--- config.mk ---
export PLATFORM = sky130hd
export DESIGN_NAME = anita_event_buffer_sched_flat
export DESIGN_NICKNAME = d
export VERILOG_FILES = /design/src/rtl/anita_evbuf_pkg.sv /design/src/rtl/anita_event_buffer_sched_if.sv /design/src/rtl/anita_evbuf_occupancy.sv /design/src/rtl/anita_event_buffer_sched.sv /design/src/flat_wrapper.sv
export SDC_FILE = /design/constraint.sdc
export NUM_CORES = 1
export LEC_CHECK = 0
export CAP_MARGIN = 5
export CORE_ASPECT_RATIO = 0.8
export CORE_MARGIN = 2
export CORE_UTILIZATION = 47
export DETAILED_ROUTE_END_ITERATION = 10
export PLACE_DENSITY = 0.79
export SETUP_SLACK_MARGIN = 0.5
export SYNTH_ARGS = -nofsm -noshare
export SYNTH_HDL_FRONTEND = slang
export SYNTH_SLANG_ARGS = --single-unit
export TNS_END_PERCENT = 20
--- constraint.sdc ---
create_clock -name clk33 -period 2.9 [get_ports clk33]
set_input_delay 0.58 -clock clk33 [delete_from_list [all_inputs] [get_ports clk33]]
set_output_delay 0.58 -clock clk33 [all_outputs]
set_load 0.05 [all_outputs]
--- src/rtl/anita_evbuf_pkg.sv ---
// rtl/anita_evbuf_pkg.sv - sizing constants and FSM encoding for the event buffer scheduler
package anita_evbuf_pkg;

    localparam int NBUF      = 4;
    localparam int NBUF_BITS = 2;
    localparam int WORDS     = 64;
    localparam int WORD_BITS = 6;
    localparam int DAT_BITS  = 16;
    localparam int ADDR_BITS = NBUF_BITS + WORD_BITS;
    localparam int CNT_BITS  = NBUF_BITS + 1;

    typedef enum logic [1:0] {
        ST_IDLE  = 2'd0,
        ST_WRITE = 2'd1,
        ST_DONE  = 2'd2
    } state_t;

endpackage

--- src/rtl/anita_event_buffer_sched_if.sv ---
// rtl/anita_event_buffer_sched_if.sv - capture/readout handshake bundle for the event buffer scheduler
interface anita_event_buffer_sched_if;
    import anita_evbuf_pkg::*;

    logic                  evt_start;
    logic [DAT_BITS-1:0]   evt_dat;
    logic                  evt_dat_valid;
    logic                  clear_evt;
    logic [ADDR_BITS-1:0]  event_wr_addr;
    logic [DAT_BITS-1:0]   event_wr_dat;
    logic                  event_wr;
    logic                  event_done;
    logic [NBUF_BITS-1:0]  read_buffer;
    logic                  read_valid;
    logic [NBUF-1:0]       buffer_active;
    logic [CNT_BITS-1:0]   evt_count;
    logic                  evt_busy;
    logic                  evt_full;
    logic                  evt_drop;

    modport master (
        output evt_start, evt_dat, evt_dat_valid, clear_evt,
        input  event_wr_addr, event_wr_dat, event_wr, event_done, read_buffer, read_valid,
               buffer_active, evt_count, evt_busy, evt_full, evt_drop
    );

    modport slave (
        input  evt_start, evt_dat, evt_dat_valid, clear_evt,
        output event_wr_addr, event_wr_dat, event_wr, event_done, read_buffer, read_valid,
               buffer_active, evt_count, evt_busy, evt_full, evt_drop
    );

endinterface

--- src/rtl/anita_evbuf_occupancy.sv ---
// rtl/anita_evbuf_occupancy.sv - buffer occupancy bits, write/read pointers and event count
module anita_evbuf_occupancy
    import anita_evbuf_pkg::*;
(
    input  logic                 clk,
    input  logic                 rst,
    input  logic                 set,
    input  logic                 clr,
    output logic [NBUF-1:0]      active,
    output logic [NBUF_BITS-1:0] wr_buf,
    output logic [NBUF_BITS-1:0] rd_buf,
    output logic [CNT_BITS-1:0]  count,
    output logic                 full
);

    logic                clr_ok;
    logic [NBUF-1:0]     active_nxt;
    logic [CNT_BITS-1:0] count_nxt;

    // A clear only counts when the read buffer really holds an event.
    assign clr_ok = clr & active[rd_buf];

    always_comb begin
        active_nxt = active;
        count_nxt  = count;
        if (set)
            active_nxt[wr_buf] = 1'b1;
        if (clr_ok)
            active_nxt[rd_buf] = 1'b0;
        case ({set, clr_ok})
            2'b10:   count_nxt = count + 1'b1;
            2'b01:   count_nxt = count - 1'b1;
            default: count_nxt = count;
        endcase
    end

    always_ff @(posedge clk or posedge rst) begin
        if (rst) begin
            active <= '0;
            wr_buf <= '0;
            rd_buf <= '0;
            count  <= '0;
            full   <= 1'b0;
        end else begin
            active <= active_nxt;
            count  <= count_nxt;
            full   <= (count_nxt == CNT_BITS'(NBUF));
            if (set)
                wr_buf <= wr_buf + 1'b1;
            if (clr_ok)
                rd_buf <= rd_buf + 1'b1;
        end
    end

endmodule

--- src/rtl/anita_event_buffer_sched.sv ---
// rtl/anita_event_buffer_sched.sv - write-side scheduler: allocates buffers and sequences event word writes
module anita_event_buffer_sched
    import anita_evbuf_pkg::*;
(
    input  logic                        clk33,
    input  logic                        rst,
    anita_event_buffer_sched_if.slave   bus
);

    state_t                state, state_nxt;
    logic [WORD_BITS-1:0]  wr_word, wr_word_nxt;
    logic [ADDR_BITS-1:0]  wr_addr, wr_addr_nxt;
    logic [DAT_BITS-1:0]   wr_dat, wr_dat_nxt;
    logic                  wr_en, wr_en_nxt;
    logic                  done, done_nxt;
    logic                  drop, drop_nxt;
    logic                  alloc_block;

    logic [NBUF-1:0]       active;
    logic [NBUF_BITS-1:0]  wr_buf, rd_buf;
    logic [CNT_BITS-1:0]   count;
    logic                  full;

    anita_evbuf_occupancy u_occupancy (
        .clk    (clk33),
        .rst    (rst),
        .set    (done),
        .clr    (bus.clear_evt),
        .active (active),
        .wr_buf (wr_buf),
        .rd_buf (rd_buf),
        .count  (count),
        .full   (full)
    );

    // While the done pulse is out the occupancy has not yet counted the new event,
    // so a start in that cycle must not slip into the last free buffer twice.
    assign alloc_block = full | (done & (count == CNT_BITS'(NBUF - 1)));

    always_comb begin
        state_nxt   = state;
        wr_word_nxt = wr_word;
        wr_addr_nxt = wr_addr;
        wr_dat_nxt  = wr_dat;
        wr_en_nxt   = 1'b0;
        done_nxt    = 1'b0;
        drop_nxt    = 1'b0;
        case (state)
            ST_IDLE: begin
                if (bus.evt_start) begin
                    if (alloc_block) begin
                        drop_nxt = 1'b1;
                    end else begin
                        state_nxt   = ST_WRITE;
                        wr_word_nxt = '0;
                    end
                end
            end
            ST_WRITE: begin
                if (bus.evt_dat_valid) begin
                    wr_en_nxt   = 1'b1;
                    wr_addr_nxt = {wr_buf, wr_word};
                    wr_dat_nxt  = bus.evt_dat;
                    wr_word_nxt = wr_word + 1'b1;
                    if (wr_word == WORD_BITS'(WORDS - 1))
                        state_nxt = ST_DONE;
                end
            end
            ST_DONE: begin
                done_nxt  = 1'b1;
                state_nxt = ST_IDLE;
            end
            default: state_nxt = ST_IDLE;
        endcase
    end

    always_ff @(posedge clk33 or posedge rst) begin
        if (rst) begin
            state   <= ST_IDLE;
            wr_word <= '0;
            wr_addr <= '0;
            wr_dat  <= '0;
            wr_en   <= 1'b0;
            done    <= 1'b0;
            drop    <= 1'b0;
        end else begin
            state   <= state_nxt;
            wr_word <= wr_word_nxt;
            wr_addr <= wr_addr_nxt;
            wr_dat  <= wr_dat_nxt;
            wr_en   <= wr_en_nxt;
            done    <= done_nxt;
            drop    <= drop_nxt;
        end
    end

    assign bus.event_wr_addr = wr_addr;
    assign bus.event_wr_dat  = wr_dat;
    assign bus.event_wr      = wr_en;
    assign bus.event_done    = done;
    assign bus.evt_drop      = drop;
    assign bus.read_buffer   = rd_buf;
    assign bus.read_valid    = active[rd_buf];
    assign bus.buffer_active = active;
    assign bus.evt_count     = count;
    assign bus.evt_full      = full;
    assign bus.evt_busy      = (state != ST_IDLE);

endmodule
--- src/flat_wrapper.sv ---
// flat-port wrapper written by rule: the top's interface ports become plain ports
module anita_event_buffer_sched_flat import anita_evbuf_pkg::*;
  (clk33, rst, bus_evt_start, bus_evt_dat, bus_evt_dat_valid, bus_clear_evt, bus_event_wr_addr, bus_event_wr_dat, bus_event_wr, bus_event_done, bus_read_buffer, bus_read_valid, bus_buffer_active, bus_evt_count, bus_evt_busy, bus_evt_full, bus_evt_drop);
  anita_event_buffer_sched_if bus_i ();
  input  logic clk33;
  input  logic rst;
  input wire logic [$bits(bus_i.evt_start)-1:0] bus_evt_start;
  input wire logic [$bits(bus_i.evt_dat)-1:0] bus_evt_dat;
  input wire logic [$bits(bus_i.evt_dat_valid)-1:0] bus_evt_dat_valid;
  input wire logic [$bits(bus_i.clear_evt)-1:0] bus_clear_evt;
  output wire logic [$bits(bus_i.event_wr_addr)-1:0] bus_event_wr_addr;
  output wire logic [$bits(bus_i.event_wr_dat)-1:0] bus_event_wr_dat;
  output wire logic [$bits(bus_i.event_wr)-1:0] bus_event_wr;
  output wire logic [$bits(bus_i.event_done)-1:0] bus_event_done;
  output wire logic [$bits(bus_i.read_buffer)-1:0] bus_read_buffer;
  output wire logic [$bits(bus_i.read_valid)-1:0] bus_read_valid;
  output wire logic [$bits(bus_i.buffer_active)-1:0] bus_buffer_active;
  output wire logic [$bits(bus_i.evt_count)-1:0] bus_evt_count;
  output wire logic [$bits(bus_i.evt_busy)-1:0] bus_evt_busy;
  output wire logic [$bits(bus_i.evt_full)-1:0] bus_evt_full;
  output wire logic [$bits(bus_i.evt_drop)-1:0] bus_evt_drop;
  assign bus_i.evt_start = bus_evt_start;
  assign bus_i.evt_dat = bus_evt_dat;
  assign bus_i.evt_dat_valid = bus_evt_dat_valid;
  assign bus_i.clear_evt = bus_clear_evt;
  assign bus_event_wr_addr = bus_i.event_wr_addr;
  assign bus_event_wr_dat = bus_i.event_wr_dat;
  assign bus_event_wr = bus_i.event_wr;
  assign bus_event_done = bus_i.event_done;
  assign bus_read_buffer = bus_i.read_buffer;
  assign bus_read_valid = bus_i.read_valid;
  assign bus_buffer_active = bus_i.buffer_active;
  assign bus_evt_count = bus_i.evt_count;
  assign bus_evt_busy = bus_i.evt_busy;
  assign bus_evt_full = bus_i.evt_full;
  assign bus_evt_drop = bus_i.evt_drop;
  anita_event_buffer_sched u_core (.clk33(clk33), .rst(rst), .bus(bus_i));
endmodule
==> results.cfg, run 1 <==
[status]
status = finished, final reports clean

[timing]
finalSetupViolCount = 0
fin_tns_setup_ns = 0
skew_ns = 0.00474
rsz0062_at_grt = yes
hold_viol_final = 0
worst_pin_slew_ns = 0.521
hold_slack_ns = 0.481
fin_crit_sh_pct = 79.8
finalCriticalPeriod_ns = 2.31
final_max_slew_viol_count = 0
max_freq_ghz = 0.432
max-slew-margin-rel_pct = 65.2

[floorplanning]
die_area_sq_um = 4960
ios = 60
die_y_microns = 63.4
num_rows = 21
start_util_pct = 49.3
fp.dieW_microns = 78.3
core_area_sq_um = 4200

[synth]
syn_nets = 238
ys_ff_latch = 47
yosysTopAreaCellShare_pct = 56.7
synth_compound_area_share_pct = 8.14
yosysMostFrequentCell = nand2_1
synth_edf_count = 0
synth_ff_type = dfrtp_1
synthAdderAreaFrac_pct = 7.00
synth_warnings = 0
netlist_top_cells_area = dfrtp_1 57%, nand2_1 13%, ha_1 6.0%
synth_top_family_by_area = simple AND/OR/NAND/NOR gates
ys_top_cells_by_count = 73 x nand2_1, 47 x dfrtp_1, 10 x a21oi_1, 10 x ha_1, 9 x inv_1
syn_inst = 206
avgSynthCellArea_sq_um = 10.1
seq_area_frac_synth_pct = 56.7
post-synth-top-area-cell = dfrtp_1
synth_mux_area_share_pct = 3.62
async_flop_share_pct = 100
yosysUniqueCellTypes = 38
syn-cell-area_sq_um = 2070
synth-simple-area-share_pct = 20.3
synth_xor_area_share_pct = 1.27

[clock_tree]
clkSinkCount = 47
numCtsBuffers = 5
clk_path_buf_depth = 2
cts_tree = yes
insertion_delay_ns = 0.30
cts_hold_buf = 0
path_clk_slew_ns = 0.08
htreeDepth = 2
ctsRootBufferMaster = clkbuf_8

[final_layout]
utilization_pct = 69.2
area_growth_pct = 40.3
final_cells = 330
final_net_count = 304
n_antenna_cell = 0
drive_gt1_share_pct = 12.8

[critical_path]
r2r_start = u_core.u_occupancy.rd_buf[1]
worstPathArrival_ns = 1.73
r2r-end = u_core.u_occupancy.full
path_depth = 2
cp_num_buf_inv = 1
max_stage_delay_ns = 0.70
cp_top_family = buffers and inverters
path_cells = or2_2 -> clkdlybuf4s50_1
cp_max_fo = 6
slowest_stage = clkdlybuf4s50_1
startpoint = u_core.state[1]
worst-setup-path-type = reg -> out
endpoint = bus_evt_busy
cp-start-kind = flip-flop
cp-end-kind = output pin
required_ns = 2.32
reg2reg_slack_ns = 0.66
reg2regPathDepth = 8

[global_routing]
grt_pass1_vias = 1618
grt.total_usage_pct = 20.5
antenna_found_initial = 0
grt_pass1_wl_microns = 7800
overflow = 0
grt_max_degree = 30

[power]
clkPwrFrac_pct = 15.6
p_leak_nw = 1.39
swShare_pct = 45.8
seq_power_share_pct = 33.4
combPwrFrac_pct = 51.1
switching_power_w = 0.00146
vdd_drop_max_mv = 0.785
p_per_area_nw_per_um2 = 1100
intPower_w = 0.00173

[drt]
wl_microns = 4500
antenna_left = 0
wl_met2_microns = 2100
drt_first_pass_iters = 4
wire_per_inst_microns = 13.6
met1_length_microns = 2140
drc = 0
highest-signal-layer = met4
vias = 1617
drtIter0Drc = 87
via_per_inst = 4.90
dr_wl_met3_microns = 186

[place]
placed_cells = 321
port_buffers = 59
dp_hpwl_microns = 3290
finalWeightedCongestion = 0.777

[hold_path]
hold_depth = 2
hold_class = reg -> reg

[job]
cap_violations = 0
power by group through the flow:
stage / clock [W] / sequential (W) / combinational (W)
6_report: 0.000498 / 0.00106 / 0.00163
4_1_cts: 0.000511 / 0.00106 / 0.00163
5_1_grt: 0.000537 / 0.00111 / 0.00174
3_5_place_dp: 0 / 0.00107 / 0.00164
2_1_floorplan: 0 / 0.00163 / 0.000526
3_3_place_gp: 0 / 0.00107 / 0.00160
cells by family (layout without fill, tap and decap cells):
group / Yosys count / count (layout)
adder cells (fa/ha/maj): 11 / 11
flip-flops: 47 / 47
buffers and inverters: 16 / 83
AND/OR/NAND/NOR: 96 / 96
XOR/XNOR: 3 / 3
AO/OA/AOI/OAI: 26 / 26
multiplexers: 7 / 7
cell type report:
class	instances	area, sq um
tap	57	71.3
multi-input combinational	143	863
inverter	10	37.5
clock inverter	2	35.0
sequential	47	1180
fill	346	1290
timing repair buffer	65	637
clock buffer	6	82.6
flip-flops by register name, summed over array words and instances (netlist names), 2 cells and up:
name and cells:
u_core.u_occupancy.count 3, u_core.wr_word 6, u_core.bus.event_wr_addr 8, u_core.u_occupancy.active 4
u_core.u_occupancy.wr_buf 2, u_core.state 2, u_core.bus.event_wr_dat 16, u_core.u_occupancy.rd_buf 2
metrics by stage:
step,total power (W),setup slack (ns),area (sq um)
final,0.00319,0.586,2910
after global routing,0.00339,0.475,2910
after CTS,0.00321,0.412,2890
after detailed placement,0.00271,0.101,2780
after global placement,0.00267,0.142,2780
after floorplan,0.00215,0.539,2100
how the worst min path moves through the flow:
stage | start | endpoint | slack, ns
after detailed placement | u_core.bus.event_wr_dat[11] | u_core.bus.event_wr_dat[11] | 0.46
after floorplan | u_core.wr_word[1] | u_core.bus.event_wr_addr[1] | 0.48
final | u_core.bus.event_wr_dat[12] | u_core.bus.event_wr_dat[12] | 0.48
after global placement | u_core.bus.event_wr_dat[5] | u_core.bus.event_wr_dat[5] | 0.46
after global routing | u_core.bus.event_wr_addr[5] | u_core.bus.event_wr_addr[5] | 0.51
after CTS | u_core.bus.event_wr_addr[5] | u_core.bus.event_wr_addr[5] | 0.49
layer usage:
layer  vias up  GRT usage, %
met5         -             0
met4         0          7.24
met3         5          4.15
met2        33          30.5
met1       777          29.9
li1        802             -
cells in the final DEF, fill, tap and decap left out, drive strengths merged, types with 2 or more instances in the layout:
cell / count
a21oi: 10
buf: 6
clkbuf: 6
clkdlybuf4s50: 57
clkinv: 2
dfrtp: 47
ha: 10
inv: 9
mux2: 4
mux2i: 3
nand2: 73
nand3: 2
nor2: 5
nor2b: 3
o21ai: 5
o2bb2ai: 4
or2: 2
xor2: 2
worst register-to-register path: stages (launching register included):
cell	delay, ns
dfrtp_2	0.48
mux2i_2	0.20
o2bb2ai_2	0.19
ha_2	0.21
inv_1	0.06
fa_2	0.35
xor2_1	0.15
or3_1	0.33
a211oi_1	0.20
repair_timing:
action	in CTS	in global routing
cloned	0	0
endpoints found under the setup margin	2	3
resized for setup	1	3
pin swaps	0	1
setup buffers	0	1
Power figures use the tool's default switching activity.
==> run 2, diff against run 1 <==
CORE_UTILIZATION = 42   (was 47)
PLACE_DENSITY = 0.75   (was 0.79)
clock period = 1.9 ns   (was 2.9 ns; I/O delays follow)
==> results.cfg, run 2 (synthesized netlist as in run 1, its figures left out) <==
[timing]
max-slew-margin-rel_pct = 76.3
hold_slack_ns = 0.340
final_max_slew_viol_count = 0
hold_viol_final = 0
finalSetupViolCount = 2
rsz0062_at_grt = yes
skew_ns = 0.0111
max_freq_ghz = 0.461
worst_pin_slew_ns = 0.352
fin_crit_sh_pct = 114
finalCriticalPeriod_ns = 2.17
worst_slack_ns = -0.270

[final_layout]
area_growth_pct = 48.8
stdcell_area_sq_um = 3090
final_net_count = 320
multi_input_area_sq_um = 976
n_antenna_cell = 0
largest_reg_flops = 16
drive_gt1_share_pct = 36.7
final_common_cell = nand2_1
layout.area.seq_sq_um = 1190
final_cell_mix = 73 x nand2_1, 36 x dfrtp_1, 23 x buf_4
fillers = 387

[floorplanning]
num_rows = 22
die_y_microns = 66.9
fp.dieW_microns = 82.6
core_area_sq_um = 4680
start_util_pct = 44.3
ios = 60
die_area_sq_um = 5520

[drt]
drtIter0Drc = 83
via_per_inst = 4.88
antenna_left = 0
wl_microns = 4620
drc = 0
wire_per_inst_microns = 13.2
vias = 1702
drt_first_pass_iters = 4

[status]
status = finished, violations left
violations = negative setup slack

[hold_path]
hold_class = in -> async

[global_routing]
antenna_found_initial = 0
overflow = 0
grt_pass1_vias = 1673
grt.total_usage_pct = 18.2
grt_max_degree = 34
grt_pass1_wl_microns = 7550

[critical_path]
r2r_start = u_core.u_occupancy.rd_buf[1]
max_stage_delay_ns = 0.44
cp-end-kind = flip-flop
path_cells = mux2_4 -> o2bb2ai_4 -> ha_4 -> inv_2 -> fa_2 -> xor2_1 -> or3_4 -> a211oi_2
worstPathArrival_ns = 2.38
cp_max_fo = 3
cp-start-kind = flip-flop
required_ns = 2.11
slowest_stage = dfrtp_2
reg2reg_slack_ns = -0.27
worst-setup-path-type = reg -> reg
startpoint = u_core.u_occupancy.rd_buf[1]

[place]
port_buffers = 59
dp_hpwl_microns = 3250
place_area_sq_um = 2910
finalWeightedCongestion = 0.801

[power]
vdd_drop_max_mv = 0.906
p_leak_nw = 1.54
p_per_area_nw_per_um2 = 1690

[clock_tree]
insertion_delay_ns = 0.30
ctsRootBufferMaster = clkbuf_8
path_clk_slew_ns = 0.09
cts_hold_buf = 0
clkSinkCount = 47
clk_path_buf_depth = 2
numCtsBuffers = 5
htreeDepth = 2
cts_tree = yes

[job]
cap_violations = 0
-- run 2: through the flow --
stage	setup TNS, ns	total power (W)	setup slack (ns)	std cells	utilization (%)
3_5_place_dp	-1.89	0.00437	-0.690	340	62.2
3_3_place_gp	-1.76	0.00432	-0.662	340	62.2
5_1_grt	-0.599	0.00553	-0.336	349	66.0
6_report	-0.387	0.00520	-0.270	349	66.0
4_1_cts	-0.349	0.00502	-0.241	348	63.7
2_1_floorplan	-0.735	0.00336	-0.374	206	-
-- run 2: path summary, 6_finish.rpt --
kind | to | cells after the start
worst max-delay path | u_core.u_occupancy.full | 8
worst min-delay path | u_core.bus.event_wr_addr[6] | 2
worst max register to register | u_core.u_occupancy.full | 8
worst min register to register | u_core.bus.event_wr_dat[6] | 2
max in group asynchronous | u_core.state[0] | 3
min in group clk33 | u_core.bus.event_wr_dat[6] | 2
-- run 2: critical path: cells and delay by family, from the launching register on --
family,cells,cell delay (ns)
xor gates and xnor gates,1,0.17
DFF,1,0.44
AOI/OAI and AO/OA,2,0.38
adders and majority gates,2,0.48
muxes,1,0.23
and+or+nand+nor,1,0.34
buffers and inverters,1,0.03
-- run 2: layout make-up --
| type | count | share of cell area, % |
|---|---|---|
| clock inverter | 2 | 0.527 |
| tap | 60 | 2.43 |
| multi-input combinational | 143 | 31.6 |
| clock buffer | 6 | 2.68 |
| timing repair buffer | 81 | 23.0 |
| inverter | 10 | 1.22 |
| sequential | 47 | 38.5 |
-- run 2: where the power goes --
group / switching, W / leakage [nW] / total, W / internal (W)
registers: 0.000302 / 0.565 / 0.00164 / 0.00134
logic: 0.00177 / 0.932 / 0.00293 / 0.00116
clock network: 0.000338 / 0.0474 / 0.000635 / 0.000297
-- run 2: what timing repair did --
action                                  CTS  global route
gates resized for setup                 119            22
pin swaps                                 7            15
endpoints found under the setup margin   40            21
endpoints found under the hold margin     0             0
gates cloned                              0             0
buffers inserted                          0             1
-- run 2: layer usage --
metal	track usage (%)	part of all wire [%]	routed length (microns)
met3	4.61	5.4	248
met2	29.1	48	2210
met1	24.5	46	2130
met4	5.53	0.82	38
met5	0	0	0
==> run 3, diff against run 2 <==
RECOVER_POWER = 50   (was default)
==> results.cfg, run 3 (synthesized netlist as in run 1, its figures left out) <==
[floorplanning]
die_y_microns = 66.9
num_rows = 22
ios = 60
start_util_pct = 44.3
core_area_sq_um = 4680
die_area_sq_um = 5520
fp.dieW_microns = 82.6

[timing]
fin_tns_setup_ns = -0.402
finalSetupViolCount = 2
skew_ns = 0.0110
hold_viol_final = 0
max-slew-margin-rel_pct = 52.7
max_freq_ghz = 0.460
fin_crit_sh_pct = 115
worst_pin_slew_ns = 0.709
worst_slack_ns = -0.276
finalCriticalPeriod_ns = 2.18
rsz0062_at_grt = yes
final_max_slew_viol_count = 0

[critical_path]
cp_max_fo = 3
cp-start-kind = flip-flop
worst-setup-path-type = reg -> reg
required_ns = 2.11
worstPathArrival_ns = 2.38
cp-end-kind = flip-flop

[job]
cap_violations = 0

[clock_tree]
numCtsBuffers = 5
cts_hold_buf = 0
cts_tree = yes
clkSinkCount = 47
ctsRootBufferMaster = clkbuf_8
htreeDepth = 2
clk_path_buf_depth = 2
path_clk_slew_ns = 0.08
insertion_delay_ns = 0.30

[global_routing]
grt.total_usage_pct = 18.2
grt_util_met3_pct = 4.61
busiest_layer = met2
grt_pass1_vias = 1673
grt_use_met2_pct = 29.1
antenna_found_initial = 0
grt.met1_usage_pct = 24.5
grt_max_degree = 34
overflow = 0
grt_pass1_wl_microns = 7550

[place]
dp_hpwl_microns = 3250
finalWeightedCongestion = 0.801
placed_cells = 340
port_buffers = 59
place_area_sq_um = 2910

[final_layout]
final_common_cell = nand2_1
final_cell_mix = 73 x nand2_1, 36 x dfrtp_1, 20 x buf_2
largest_reg_flops = 16
stdcell_area_sq_um = 3040
final_net_count = 320
utilization_pct = 64.9
area_growth_pct = 46.4
fillers = 394
drive_gt1_share_pct = 32.9
final_cells = 349
n_antenna_cell = 0

[status]
status = finished, violations left
violations = negative setup slack

[drt]
wl_microns = 4640
vias = 1696
antenna_left = 0
drtIter0Drc = 88
drt_first_pass_iters = 4
wire_per_inst_microns = 13.3
drc = 0
via_per_inst = 4.86

[power]
p_per_area_nw_per_um2 = 1700
p_leak_nw = 1.51
fin_total_pwr_w = 0.00515
vdd_drop_max_mv = 0.910

[hold_path]
hold_class = reg -> reg
[run 3: changes by cell type in the layout (fill, tap and decap cells not counted)]
cell / before / now
dlygate4sd3_1: 0 / 2
inv_2: 3 / 1
clkbuf_1: 0 / 9
inv_1: 7 / 9
buf_12: 2 / 1
buf_6: 11 / 10
buf_4: 23 / 16
clkdlybuf4s50_1: 18 / 16
[run 3: worst paths after layout]
kind                                         startpoint                     endpoint  slack [ns]  depth (start not counted)
setup / recovery           u_core.u_occupancy.rd_buf[1]      u_core.u_occupancy.full       -0.28                          8
hold / removal               u_core.bus.event_wr_dat[6]   u_core.bus.event_wr_dat[6]        0.48                          2
setup reg to reg           u_core.u_occupancy.rd_buf[1]      u_core.u_occupancy.full       -0.28                          8
hold reg to reg              u_core.bus.event_wr_dat[6]   u_core.bus.event_wr_dat[6]        0.48                          2
max in group asynchronous                           rst              u_core.state[0]        0.23                          3
min in group asynchronous                           rst  u_core.bus.event_wr_addr[7]        0.54                          2
[run 3: layout make-up]
cell class,instances,area [sq um],area share [%]
clock inverters,2,16.3,0.536
multi-input cells,143,976,32.1
inverters,10,37.5,1.24
well taps,60,75.1,2.47
repair buffers,81,659,21.7
flip-flops and latches,47,1190,39.2
clock buffers,6,82.6,2.72
[run 3: per-layer routing]
| metal | part of all wire, % | wire length [microns] | vias up |
|---|---|---|---|
| met1 | 46 | 2150 | 807 |
| met3 | 5.4 | 249 | 5 |
| met2 | 47 | 2200 | 43 |
| met5 | 0 | 0 | - |
| met4 | 0.82 | 38 | 0 |
| li1 | - | - | 841 |
[run 3: worst max-delay path, cell delays in order (launching register included)]
cell	delay, ns
dfrtp_2	0.45
mux2_4	0.23
o2bb2ai_4	0.14
ha_4	0.16
inv_2	0.03
fa_2	0.32
xor2_1	0.17
or3_4	0.34
a211oi_2	0.24
[run 3: through the flow]
stage,setup slack [ns],hold WS (ns)
after floorplan,-0.374,0.482
after global placement,-0.662,0.458
after detailed placement,-0.690,0.463
after CTS,-0.241,0.351
after global routing,-0.336,0.499
final,-0.276,0.476
[run 3: where the power goes]
| group | internal, W | switching [W] | leakage [nW] |
|---|---|---|---|
| sequential | 0.00134 | 0.000302 | 0.565 |
| combinational | 0.00110 | 0.00177 | 0.894 |
| clock | 0.000297 | 0.000339 | 0.0474 |
| total | 0.00273 | 0.00242 | 1.51 |
[run 3: what timing repair did]
item / in CTS / in global routing
buffers inserted: 0 / 1
pin swaps: 7 / 15
endpoints found under the setup margin: 40 / 21
resized for setup: 119 / 22
